File: src/rtl/ram_arbiter_pkg.sv
// ram_arbiter_pkg
//   Shared types and encodings for the RAMIO port arbiter.
//   - state_t      : arbiter FSM states (IDLE -> ACTIVE -> DONE -> IDLE)
//   - WT_* / RT_*  : RAMIO write_type / read_type encodings
//   - ram_req_t    : one captured request (write_type, read_type, address, data_in)
//   - is_read()    : true when a read_type actually reads (size field non-zero)
//   The request struct is sized for the widest supported bus (REQ_ADDR_BITS /
//   REQ_DATA_BITS); narrower arbiter instances zero-extend into it.
package ram_arbiter_pkg;

   localparam int REQ_ADDR_BITS = 32;
   localparam int REQ_DATA_BITS = 32;

   typedef enum logic [1:0] {
      ST_IDLE   = 2'd0,
      ST_ACTIVE = 2'd1,
      ST_DONE   = 2'd2
   } state_t;

   // write_type encoding
   localparam logic [1:0] WT_NONE = 2'b00;
   localparam logic [1:0] WT_B    = 2'b01;
   localparam logic [1:0] WT_H    = 2'b10;
   localparam logic [1:0] WT_W    = 2'b11;

   // read_type[1:0] size encoding; read_type[2] selects sign extension
   localparam logic [1:0] RT_SIZE_NONE = 2'b00;
   localparam logic [1:0] RT_SIZE_B    = 2'b01;
   localparam logic [1:0] RT_SIZE_H    = 2'b10;
   localparam logic [1:0] RT_SIZE_W    = 2'b11;

   typedef struct packed {
      logic [1:0]               write_type;
      logic [2:0]               read_type;
      logic [REQ_ADDR_BITS-1:0] address;
      logic [REQ_DATA_BITS-1:0] data_in;
   } ram_req_t;

   function automatic logic is_read(input logic [2:0] read_type);
      return read_type[1:0] != RT_SIZE_NONE;
   endfunction

endpackage

File: src/rtl/ram_port_arbiter.sv
// ram_port_arbiter
//   Shares the single RAMIO port between instruction fetch (port 0) and
//   data load/store (port 1). One transaction at a time; the downstream
//   address/type are held constant while the transaction is ACTIVE.
//
//   Handshake: reqN is a level, held together with its fields until ackN.
//   ackN is a one-cycle completion strobe; rdata is valid in that cycle and
//   holds its value afterwards. A req dropped before its ack still gets its
//   transaction finished and acked.
//
// Ports
//   clk, rst_n                         clock, asynchronous active-low reset
//   reqN, reqN_write_type/read_type,
//   reqN_address, reqN_data_in         requester N (0 = fetch, 1 = data)
//   ackN                               one-cycle completion pulse for port N
//   rdata                              registered read result (0 for writes/aborts)
//   error                              sticky watchdog-abort flag
//   ram_enable/write_type/read_type/
//   ram_address/ram_data_in            downstream request, zero outside ACTIVE
//   ram_data_out, ram_data_out_ready,
//   ram_busy                           downstream response
//   dbg_state                          current FSM state (state_t encoding)
module ram_port_arbiter
   import ram_arbiter_pkg::*;
#(
   parameter int ADDRESS_BITWIDTH = REQ_ADDR_BITS,
   parameter int DATA_WIDTH       = REQ_DATA_BITS,
   parameter int ROUND_ROBIN      = 1,
   parameter int TIMEOUT_CYCLES   = 256
) (
   input  logic                        clk,
   input  logic                        rst_n,
   input  logic                        req0,
   input  logic [1:0]                  req0_write_type,
   input  logic [2:0]                  req0_read_type,
   input  logic [ADDRESS_BITWIDTH-1:0] req0_address,
   input  logic [DATA_WIDTH-1:0]       req0_data_in,
   input  logic                        req1,
   input  logic [1:0]                  req1_write_type,
   input  logic [2:0]                  req1_read_type,
   input  logic [ADDRESS_BITWIDTH-1:0] req1_address,
   input  logic [DATA_WIDTH-1:0]       req1_data_in,
   output logic                        ack0,
   output logic                        ack1,
   output logic [DATA_WIDTH-1:0]       rdata,
   output logic                        error,
   output logic                        ram_enable,
   output logic [1:0]                  ram_write_type,
   output logic [2:0]                  ram_read_type,
   output logic [ADDRESS_BITWIDTH-1:0] ram_address,
   output logic [DATA_WIDTH-1:0]       ram_data_in,
   input  logic [DATA_WIDTH-1:0]       ram_data_out,
   input  logic                        ram_data_out_ready,
   input  logic                        ram_busy,
   output logic [1:0]                  dbg_state
);

   state_t                state_q, state_d;
   ram_req_t              cur_q;
   ram_req_t              req0_pkt, req1_pkt;
   logic                  port_q;      // port owning the current transaction
   logic                  rr_pref_q;   // port favoured on the next tie
   logic [31:0]           wd_q;        // ACTIVE cycles spent without completing
   logic [DATA_WIDTH-1:0] rdata_q;
   logic                  error_q;

   logic any_req;
   logic winner;
   logic complete;
   logic timeout;

   // Capture both requests in the common struct form.
   always_comb begin
      req0_pkt            = '0;
      req0_pkt.write_type = req0_write_type;
      req0_pkt.read_type  = req0_read_type;
      req0_pkt.address    = REQ_ADDR_BITS'(req0_address);
      req0_pkt.data_in    = REQ_DATA_BITS'(req0_data_in);
      req1_pkt            = '0;
      req1_pkt.write_type = req1_write_type;
      req1_pkt.read_type  = req1_read_type;
      req1_pkt.address    = REQ_ADDR_BITS'(req1_address);
      req1_pkt.data_in    = REQ_DATA_BITS'(req1_data_in);
   end

   // On a tie the data port wins unless round-robin alternation is enabled.
   always_comb begin
      any_req = req0 | req1;
      if (req0 && req1) begin
         winner = (ROUND_ROBIN != 0) ? rr_pref_q : 1'b1;
      end else begin
         winner = req1;
      end
   end

   // Writes (and no-op reads) finish as soon as the port is not busy; reads
   // additionally need the data strobe. Both come combinationally from
   // downstream in the same cycle.
   assign complete = !ram_busy && (!is_read(cur_q.read_type) || ram_data_out_ready);
   assign timeout  = (TIMEOUT_CYCLES != 0) && (wd_q == 32'(TIMEOUT_CYCLES - 1));

   always_ff @(posedge clk or negedge rst_n) begin
      if (!rst_n) begin
         state_q <= ST_IDLE;
      end else begin
         state_q <= state_d;
      end
   end

   always_comb begin
      state_d = state_q;
      case (state_q)
         ST_IDLE:   if (any_req) state_d = ST_ACTIVE;
         ST_ACTIVE: if (complete || timeout) state_d = ST_DONE;
         ST_DONE:   state_d = ST_IDLE;
         default:   state_d = ST_IDLE;
      endcase
   end

   always_ff @(posedge clk or negedge rst_n) begin
      if (!rst_n) begin
         cur_q     <= '0;
         port_q    <= 1'b0;
         rr_pref_q <= 1'b0;
         wd_q      <= '0;
         rdata_q   <= '0;
         error_q   <= 1'b0;
      end else begin
         case (state_q)
            ST_IDLE: begin
               if (any_req) begin
                  cur_q  <= winner ? req1_pkt : req0_pkt;
                  port_q <= winner;
                  wd_q   <= '0;
               end
            end
            ST_ACTIVE: begin
               if (complete) begin
                  rdata_q <= is_read(cur_q.read_type) ? ram_data_out : '0;
               end else if (timeout) begin
                  rdata_q <= '0;
                  error_q <= 1'b1;
               end else begin
                  wd_q <= wd_q + 32'd1;
               end
            end
            ST_DONE: begin
               rr_pref_q <= ~port_q;
            end
            default: ;
         endcase
      end
   end

   // Downstream bus is only driven while ACTIVE so I/O side effects
   // (UART read/write, LED write) happen once per transaction.
   always_comb begin
      ram_enable     = 1'b0;
      ram_write_type = WT_NONE;
      ram_read_type  = 3'b000;
      ram_address    = '0;
      ram_data_in    = '0;
      ack0           = 1'b0;
      ack1           = 1'b0;
      if (state_q == ST_ACTIVE) begin
         ram_enable     = 1'b1;
         ram_write_type = cur_q.write_type;
         ram_read_type  = cur_q.read_type;
         ram_address    = cur_q.address[ADDRESS_BITWIDTH-1:0];
         ram_data_in    = cur_q.data_in[DATA_WIDTH-1:0];
      end
      if (state_q == ST_DONE) begin
         ack0 = ~port_q;
         ack1 = port_q;
      end
   end

   assign rdata     = rdata_q;
   assign error     = error_q;
   assign dbg_state = state_q;

endmodule

File: config.mk
export PLATFORM = sky130hd
export DESIGN_NAME = ram_port_arbiter
export DESIGN_NICKNAME = d
export VERILOG_FILES = /design/src/rtl/ram_arbiter_pkg.sv /design/src/rtl/ram_port_arbiter.sv
export SDC_FILE = /design/constraint.sdc
export NUM_CORES = 1
export LEC_CHECK = 0
export ABC_CLOCK_PERIOD_IN_PS = 2600
export BUFFER_PORTS_ARGS = -buffer_cell sky130_fd_sc_hd__buf_2
export CORE_ASPECT_RATIO = 2
export CORE_MARGIN = 10
export CORE_UTILIZATION = 50
export CTS_BUF_LIST = sky130_fd_sc_hd__clkbuf_4 sky130_fd_sc_hd__clkbuf_8
export CTS_CLUSTER_DIAMETER = 40
export DETAILED_ROUTE_END_ITERATION = 8
export PLACE_DENSITY = 0.81
export SYNTH_ARGS = -nofsm -noshare
export SYNTH_HDL_FRONTEND = slang
export SYNTH_SLANG_ARGS = --single-unit
File: constraint.sdc
create_clock -name clk -period 2.6 [get_ports clk]
set_clock_uncertainty 0.2 [all_clocks]
set_input_delay 0.26 -clock clk [delete_from_list [all_inputs] [get_ports clk]]
set_output_delay 0.26 -clock clk [all_outputs]
set_load 0.1 [all_outputs]
==> results of run 1 <==
[repair_timing]
action                                  CTS  global route
endpoints found under the hold margin   240             0
buffers inserted                          0             0
hold buffers                            172             0
endpoints found under the setup margin    7            11
pin swaps                                 0             1
gates resized for setup                   7             1
cloned                                    0             2
[layout make-up]
cell class,count,area (um^2),share of cell area
repair buffers,474,4360,0.367
clock buffers,19,249,0.0210
inverters,14,52.6,0.00442
diodes,9,22.5,0.00190
multi-input cells,500,3370,0.283
clock inverters,12,140,0.0118
flip-flops and latches,138,3460,0.291
well taps,189,236,0.0199
[critical path: stages]
cell           delay (ns)
dlygate4sd3_1        0.52
buf_2                0.14
inv_1                0.07
o21ai_4              0.34
clkbuf_16            0.32
mux2i_1              0.10
dlygate4sd3_1        0.55
o21ai_0              0.50
[cell families (layout without fill, tap and decap cells)]
kind of cell | Yosys count | in the layout | synth area share
other | 0 | 9 | 0
muxes | 70 | 70 | 0.100
buffers and inverters | 66 | 519 | 0.0456
adders and majority gates | 1 | 1 | 0.00179
and+or+nand+nor | 243 | 243 | 0.192
AOI/OAI and AO/OA | 186 | 186 | 0.167
DFF | 138 | 138 | 0.493
[through the flow]
step / hold slack (ns) / setup slack, ns / instances / setup TNS (ns) / utilization
final: 0.00555 / -0.127 / 1355 / -0.341 / 0.860
after global routing: 0.00887 / -0.126 / 1352 / -2.40 / 0.860
after CTS: 0.00859 / 0.0957 / 1344 / 0 / 0.854
after detailed placement: -0.0690 / 0.217 / 1141 / 0 / 0.700
after global placement: -0.0759 / 0.295 / 1141 / 0 / 0.700
after floorplan: -0.236 / -0.127 / 704 / -1.15 / -
[power breakdown]
| part | total [mW] | leakage, nW | switching, mW | internal (mW) |
|---|---|---|---|---|
| logic | 11.1 | 3.79 | 7.78 | 3.36 |
| clock network | 1.86 | 0.190 | 0.979 | 0.882 |
| registers | 3.54 | 1.77 | 0.651 | 2.89 |
[layer usage]
metal,vias to the layer above,wire length (um)
li1,3399,-
met1,4066,11700
met2,857,18800
met3,301,3900
met4,0,3830
met5,-,0
[worst paths after layout]
path                                          to  slack, ns                 start  depth (start not counted)
max                        cur_q[51]$_DFFE_PN0P_      -0.13                  req0                          8
min                        cur_q[41]$_DFFE_PN0P_      0.006                 rst_n                          2
max reg2reg                rdata[18]$_DFFE_PN0P_      -0.08   wd_q[0]$_DFFE_PN0P_                          6
min reg2reg                 cur_q[0]$_DFFE_PN0P_       0.28  cur_q[0]$_DFFE_PN0P_                          2
max in group asynchronous   cur_q[8]$_DFFE_PN0P_       1.43                 rst_n                          3
min in group clk              port_q$_DFFE_PN0P_       0.01                  req1                          3
[placed cells by master (no fill, tap or decap), drive strengths merged, types with 9 or more instances in the layout]
master | Yosys | routed
clkbuf | 23 | 21
inv | 13 | 18
a21oi | 16 | 16
dfrtp | 138 | 138
a22o | 33 | 33
diode | 0 | 9
dlygate4sd3 | 0 | 172
buf | 29 | 300
and2 | 71 | 71
nand4 | 17 | 17
mux2i | 70 | 70
nand3 | 15 | 15
nand2 | 88 | 88
o21ai | 102 | 102
nor2 | 20 | 20
[registers in the layout (all words and copies together) (netlist names)]
signal     flops
wd_q          32
error          1
cur_q         69
dbg_state      2
rr_pref_q      1
port_q         1
rdata         32
==> impl_metrics.toml, run 1 <==
[power]
power_mw = 16.5
ir_drop_mv = 1.10
power_density_mw_per_mm2 = 1390
leakage_nw = 5.75

[yosys]
synth-edff-count = 0
syn_area_mm2 = 0.00700
synthTopCellsByArea = "dfrtp_1, mux2i_1, and2_1"
syn_avg_cell_area_um2 = 9.94
ys_top_cells_by_count = "dfrtp_1, nand2_1, o21ai_0"
yosys_most_used_dff = "dfrtp_1"
synth-seq-cells = 138
ys_types = 55
yosysSeqAreaShare = 0.493
ys.warnings.count = 0
async_flop_share = 1.00
yosysMostFrequentCell = "dfrtp_1"
yosysTopAreaCell = "dfrtp_1"
syn-num-nets = 881
synthCells = 704
yosysTopAreaCellShare = 0.493

[sta]
fin_crit_ns = 2.73
slew_viol_final = 0
worst_pin_slew_ns = 0.962
slew_headroom = 0.356
hold_viol_final = 0
fmax_ghz = 0.367
rsz0062_at_grt = "true"
fin_crit_sh = 1.05
setup_viol = 16
setup_slack_ns = -0.127

[worst_hold_path]
worstHoldPathType = "input port to asynchronous set/reset pin"

[routing]
wl_per_cell_um = 28.3
wl_um = 38300
drtAntennaViolNets = 0
drc = 0
drt-pass1-iter-count = 8
drt_iter0_markers = 1038
vias = 8623
viasPerCell = 6.36

[floorplan]
die_w_um = 104
die_y_um = 187
initial_core_util = 0.507
core_area_mm2 = 0.0138
num_rows = 61
io-pin-count = 283
die_area_mm2 = 0.0194

[setup_path]
critPathKind = "input port to flop"
endpoint_kind = "flop"
crit_required_ns = 2.68
crit_path_start_kind = "input port"
crit_path_max_fanout = 20
cp.arrival_ns = 2.81

[layout]
design_area_mm2 = 0.0119
final_nets = 1322
drive_gt1_frac = 0.372
area_growth_pct = 69.8
n_fill_cell = 574

[global_route]
antenna_found_initial = 6
grt_pass1_vias = 8992
grt_pass1_wl_um = 53100
grt_start_max_net_pins = 141
busiest_layer = "met2"
met3_usage = 0.0859
grt_overflow = 0
grt_usage = 0.349
grt_use_met1 = 0.357
grt_use_met2 = 0.606

[place]
dp_hpwl_um = 18400
placed_area_mm2 = 0.00968
numPortBuffers = 282
gp_congestion = 0.911

[run_status]
violations = "negative setup slack"
status = "complete, but fails checks"

[clocking]
clk_latency_ns = 0.46
ctsRootBufferMaster = "clkbuf_8"
cts.sinks = 138
clkTransAtPathRegs_ns = 0.11
ctsLongestPathBuffers = 2
cts_tree = "built"
cts-htree-levels = 4
cts_buffers = 17

[flow_run]
drv_cap = 0
Note: power is estimated with default switching activity, not from simulation.
==> inputs of run 2 (changes only) <==
--- a/config.mk
+++ b/config.mk
@@ -9,11 +9,10 @@
 export BUFFER_PORTS_ARGS = -buffer_cell sky130_fd_sc_hd__buf_2
 export CORE_ASPECT_RATIO = 2
 export CORE_MARGIN = 10
-export CORE_UTILIZATION = 50
-export CTS_BUF_LIST = sky130_fd_sc_hd__clkbuf_4 sky130_fd_sc_hd__clkbuf_8
+export CORE_UTILIZATION = 49
 export CTS_CLUSTER_DIAMETER = 40
 export DETAILED_ROUTE_END_ITERATION = 8
-export PLACE_DENSITY = 0.81
+export PLACE_DENSITY = 0.8
 export SYNTH_ARGS = -nofsm -noshare
 export SYNTH_HDL_FRONTEND = slang
 export SYNTH_SLANG_ARGS = --single-unit
==> run 2 against run 1 <==
  * The run now ends clean
  * Non-clock buffer count down 24
  * Sequential power down 3%
  * Die area up 1.7%
  * Final area down 1.5%
  * Count of clock-buffer cells in the layout down 1
  * Clock power up 46%
  * Cell count down 2.1%
  * Maximum frequency up 6.1%
  * Highest routed layer unchanged
==> impl_metrics.toml, run 2 (synthesis results as in run 1) <==
[clocking]
cts_tree = "built"
ctsRootBufferMaster = "clkbuf_16"
clkTransAtPathRegs_ns = 0.07
clk_latency_ns = 0.42
cts_buffers = 17
cts.sinks = 138
ctsLongestPathBuffers = 2
cts-htree-levels = 4

[setup_path]
cp.arrival_ns = 2.68
critPathKind = "flop to flop"
reg2reg_depth = 5
crit_end = "rdata[9]$_DFFE_PN0P_"
endpoint_kind = "flop"
r2r-start = "wd_q[20]$_DFFE_PN0P_"
crit_path_max_fanout = 17
cp-startpoint = "wd_q[20]$_DFFE_PN0P_"
rr_endpoint = "rdata[9]$_DFFE_PN0P_"
r2r_slack_ns = 0.03
crit_required_ns = 2.71
crit_path_start_kind = "flop"

[routing]
drt-pass1-iter-count = 5
wl_per_cell_um = 24.1
viasPerCell = 5.95
vias = 7897
drtAntennaViolNets = 0
drt_iter0_markers = 535
drc = 0
wl_um = 32000

[worst_hold_path]
hp-start = "req0"
min_delay_path_depth = 3
worstHoldPathType = "input port to flop"

[layout]
final_nets = 1299
final_common_cell = "buf_2"
final_cell_mix = "buf_2, dlygate4sd3_1, dfrtp_1"
design_area_mm2 = 0.0117
area_growth_pct = 67.2
n_fill_cell = 659
drive_gt1_frac = 0.374
largest_reg_flops = 69
finalNonFillerCells = 1327
largest_register = "cur_q"

[place]
numPortBuffers = 282
placed_cells = 1136
gp_congestion = 0.881
dp_hpwl_um = 17500
post-place-ws_ns = 0.232
placed_area_mm2 = 0.00945

[global_route]
grt_start_max_net_pins = 141
grt_usage = 0.307
antenna_found_initial = 2
grt_pass1_wl_um = 47700
grt_pass1_vias = 8451
grt_overflow = 0

[flow_run]
drv_cap = 0

[floorplan]
die_area_mm2 = 0.0198
io-pin-count = 283
initial_core_util = 0.501
num_rows = 61
core_area_mm2 = 0.0140
die_w_um = 105
die_y_um = 189

[sta]
worst_pin_slew_ns = 0.808
hold_viol_final = 0
fin_crit_sh = 0.989
setup_slack_ns = 0.0297
setup_tns_ns = 0
fin_crit_ns = 2.57
slew_headroom = 0.456
fmax_ghz = 0.389
setup_viol = 0
hold_slack_ns = 0.000672
slew_viol_final = 0

[power]
ir_drop_mv = 1.06
power_density_mw_per_mm2 = 1420
leakage_nw = 5.70

[run_status]
status = "finished clean"
-- run 2: worst min path at each step --
stage                            endpoint  slack, ns
floorplan            cur_q[0]$_DFFE_PN0P_      -0.24
global placement    cur_q[16]$_DFFE_PN0P_      -0.16
detailed placement  cur_q[16]$_DFFE_PN0P_      -0.16
CTS                  cur_q[2]$_DFFE_PN0P_     0.0006
global route           port_q$_DFFE_PN0P_      0.009
finish                 port_q$_DFFE_PN0P_     0.0007
-- run 2: metrics by stage --
stage                     power (mW)  utilization
after floorplan                 10.2            -
after global placement          12.9        0.676
after detailed placement        13.1        0.676
after CTS                       16.0        0.833
after global routing            17.0        0.838
final                           16.6        0.838
-- run 2: where the power goes --
part / internal, mW / switching, mW
registers: 2.89 / 0.535
clock network: 1.66 / 1.06
logic: 3.01 / 7.41
-- run 2: what timing repair did --
action	4_1_cts	5_1_grt
resized for setup	0	13
setup endpoints to repair	0	45
endpoints found under the hold margin	232	1
setup buffers	0	0
hold buffers	154	1
-- run 2: worst max-delay path, cell delays in order (launching register included) --
cell and delay, ns:
dfrtp_1 0.44, nor4_1 0.49, nand2_1 0.20, nor3_4 0.51, o21ai_4 0.28, a22o_1 0.33
-- run 2: area by class of cell --
class                           instances  area [um^2]  area share
Timing Repair Buffer                  450         3930       0.335
Inverter                               14         52.6     0.00449
Clock inverter                         14          210      0.0180
Antenna cell                            3         7.51    0.000641
Clock buffer                           18          439      0.0375
Tap cell                              189          236      0.0202
Sequential cell                       138         3460       0.295
Multi-Input combinational cell        501         3380       0.288
-- run 2: routing by layer --
metal  global-route usage  share of wire  vias to the layer above  wire length [um]
met5                    0              0                        -                 0
met4                0.172          0.063                        0              2010
met3               0.0823          0.081                      154              2600
met2                0.563           0.54                      540             17200
met1                0.302           0.32                     3849             10200
li1                     -              -                     3354                 -
==> inputs of run 3 (changes only) <==
--- a/config.mk
+++ b/config.mk
@@ -9,10 +9,11 @@
 export BUFFER_PORTS_ARGS = -buffer_cell sky130_fd_sc_hd__buf_2
 export CORE_ASPECT_RATIO = 2
 export CORE_MARGIN = 10
-export CORE_UTILIZATION = 49
+export CORE_UTILIZATION = 50
+export CTS_BUF_LIST = sky130_fd_sc_hd__clkbuf_8
 export CTS_CLUSTER_DIAMETER = 40
 export DETAILED_ROUTE_END_ITERATION = 8
-export PLACE_DENSITY = 0.8
+export PLACE_DENSITY = 0.81
 export SYNTH_ARGS = -nofsm -noshare
 export SYNTH_HDL_FRONTEND = slang
 export SYNTH_SLANG_ARGS = --single-unit
==> run 3 against run 2 <==
  * The run now ends with negative setup slack left
  * Sequential power increased by 4%
  * Hold slack better by 0.0018 ns
  * Global-route usage is 4.7 points higher
  * Clock power fell by 32%
  * Final area rose by 1.3%
  * Register-to-register slack worse by 0.05 ns
  * Largest power group unchanged
==> impl_metrics.toml, run 3 (synthesis results as in run 1) <==
[run_status]
status = "complete, but fails checks"
violations = "negative setup slack"

[global_route]
grt_start_max_net_pins = 141
antenna_found_initial = 3
grt_overflow = 0
grt_pass1_wl_um = 53900
grt_usage = 0.354
grt_pass1_vias = 9149

[setup_path]
crit_path_max_fanout = 40
cp.buffers_inverters = 5
path_depth = 8
crit_path_cell_trace = "dlygate4sd3_1 -> buf_2 -> inv_1 -> o21ai_4 -> buf_12 -> mux2i_1 -> dlygate4sd3_1 -> o21ai_0"
cp.arrival_ns = 2.83
slowest_stage = "dlygate4sd3_1"
slowest_delay_ns = 0.70
reg2reg_depth = 6
cpMostUsedCell = "dlygate4sd3_1"
crit_required_ns = 2.73
critPathKind = "input port to flop"
endpoint_kind = "flop"
crit_path_start_kind = "input port"
critical-path-top-delay-family = "buffers and inverters"

[layout]
final_common_cell = "buf_2"
finalNonFillerCells = 1351
final_nets = 1322
final_cell_mix = "buf_2, dlygate4sd3_1, dfrtp_1"
area_growth_pct = 69.4
utilization = 0.859
drive_gt1_frac = 0.371
largest_reg_flops = 69
n_fill_cell = 574
largest_register = "cur_q"

[clocking]
cts_buffers = 17
clkTransAtPathRegs_ns = 0.10
cts.sinks = 138
cts_tree = "built"
post_cts_buffers = 0
cts-htree-levels = 4
ctsRootBufferMaster = "clkbuf_8"
clk_latency_ns = 0.46
ctsLongestPathBuffers = 2

[power]
power_density_mw_per_mm2 = 1400
ir_drop_mv = 1.03
power_mw = 16.7
leakage_nw = 5.73

[floorplan]
die_y_um = 187
die_w_um = 104
num_rows = 61
initial_core_util = 0.507
die_area_mm2 = 0.0194
core_area_mm2 = 0.0138
io-pin-count = 283

[place]
gp_congestion = 0.911
dp_hpwl_um = 18400
post-place-ws_ns = 0.217
numPortBuffers = 282
placed_cells = 1141

[routing]
vias = 8861
drtAntennaViolNets = 0
viasPerCell = 6.56
drc = 0
drt-pass1-iter-count = 7
wl_um = 39500
drt_iter0_markers = 1094
wl_per_cell_um = 29.2

[worst_hold_path]
worstHoldPathType = "input port to flop"
min_delay_path_depth = 3

[sta]
hold_slack_ns = 0.00245
setup_viol = 8
worst_pin_slew_ns = 0.768
fmax_ghz = 0.370
hold_viol_final = 0
slew_headroom = 0.484
slew_viol_final = 0
setup_slack_ns = -0.101
fin_crit_ns = 2.70
fin_crit_sh = 1.04

[flow_run]
drv_cap = 0
run 3: worst paths after layout:
check                                            from  slack, ns                    end
worst max-delay path                             req0      -0.10  cur_q[58]$_DFFE_PN0P_
worst min-delay path                             req1      0.002     port_q$_DFFE_PN0P_
worst max register to register    wd_q[1]$_DFFE_PN0P_      -0.02  rdata[16]$_DFFE_PN0P_
worst min register to register  cur_q[19]$_DFFE_PN0P_       0.28  cur_q[19]$_DFFE_PN0P_
max in group asynchronous                       rst_n       1.40   cur_q[8]$_DFFE_PN0P_
min in group asynchronous                       rst_n       0.01  cur_q[41]$_DFFE_PN0P_
run 3: report_power, final:
| group | internal, mW | total, mW | switching, mW | leakage, nW |
|---|---|---|---|---|
| sequential | 2.89 | 3.58 | 0.694 | 1.77 |
| clock | 0.853 | 1.85 | 0.997 | 0.192 |
| combinational | 3.36 | 11.2 | 7.87 | 3.77 |
run 3: metrics by stage:
stage,cell area [um^2],TNS (ns)
3_3_place_gp,9680,0
5_1_grt,11900,-1.30
2_1_floorplan,7100,-1.15
3_5_place_dp,9680,0
6_report,11900,-0.176
4_1_cts,11800,0
run 3: area by class of cell:
cell class	count	area [um^2]	area share
multi-input combinational	501	3390	0.286
inverter	14	52.6	0.00443
timing repair buffer	473	4340	0.366
clock inverter	14	148	0.0124
sequential	138	3460	0.291
antenna	5	12.5	0.00105
clock buffer	17	234	0.0197
tap	189	236	0.0199
run 3: routing by layer:
metal,share of wire,global-route usage
met5,0,0
met4,0.11,0.278
met1,0.31,0.375
met3,0.12,0.0925
met2,0.47,0.585
run 3: worst min-delay path, delay by kind of cell:
family	cells	cell delay, ns
AOI/OAI and AO/OA	2	0.21
buffers and inverters	1	0.15
run 3: timing repair:
item                       CTS  global route
pin swaps                    0             1
hold buffers               172             0
gates cloned                 0             2
setup endpoints to repair    7            20
hold endpoints to repair   240             0
gates resized for setup      7             4
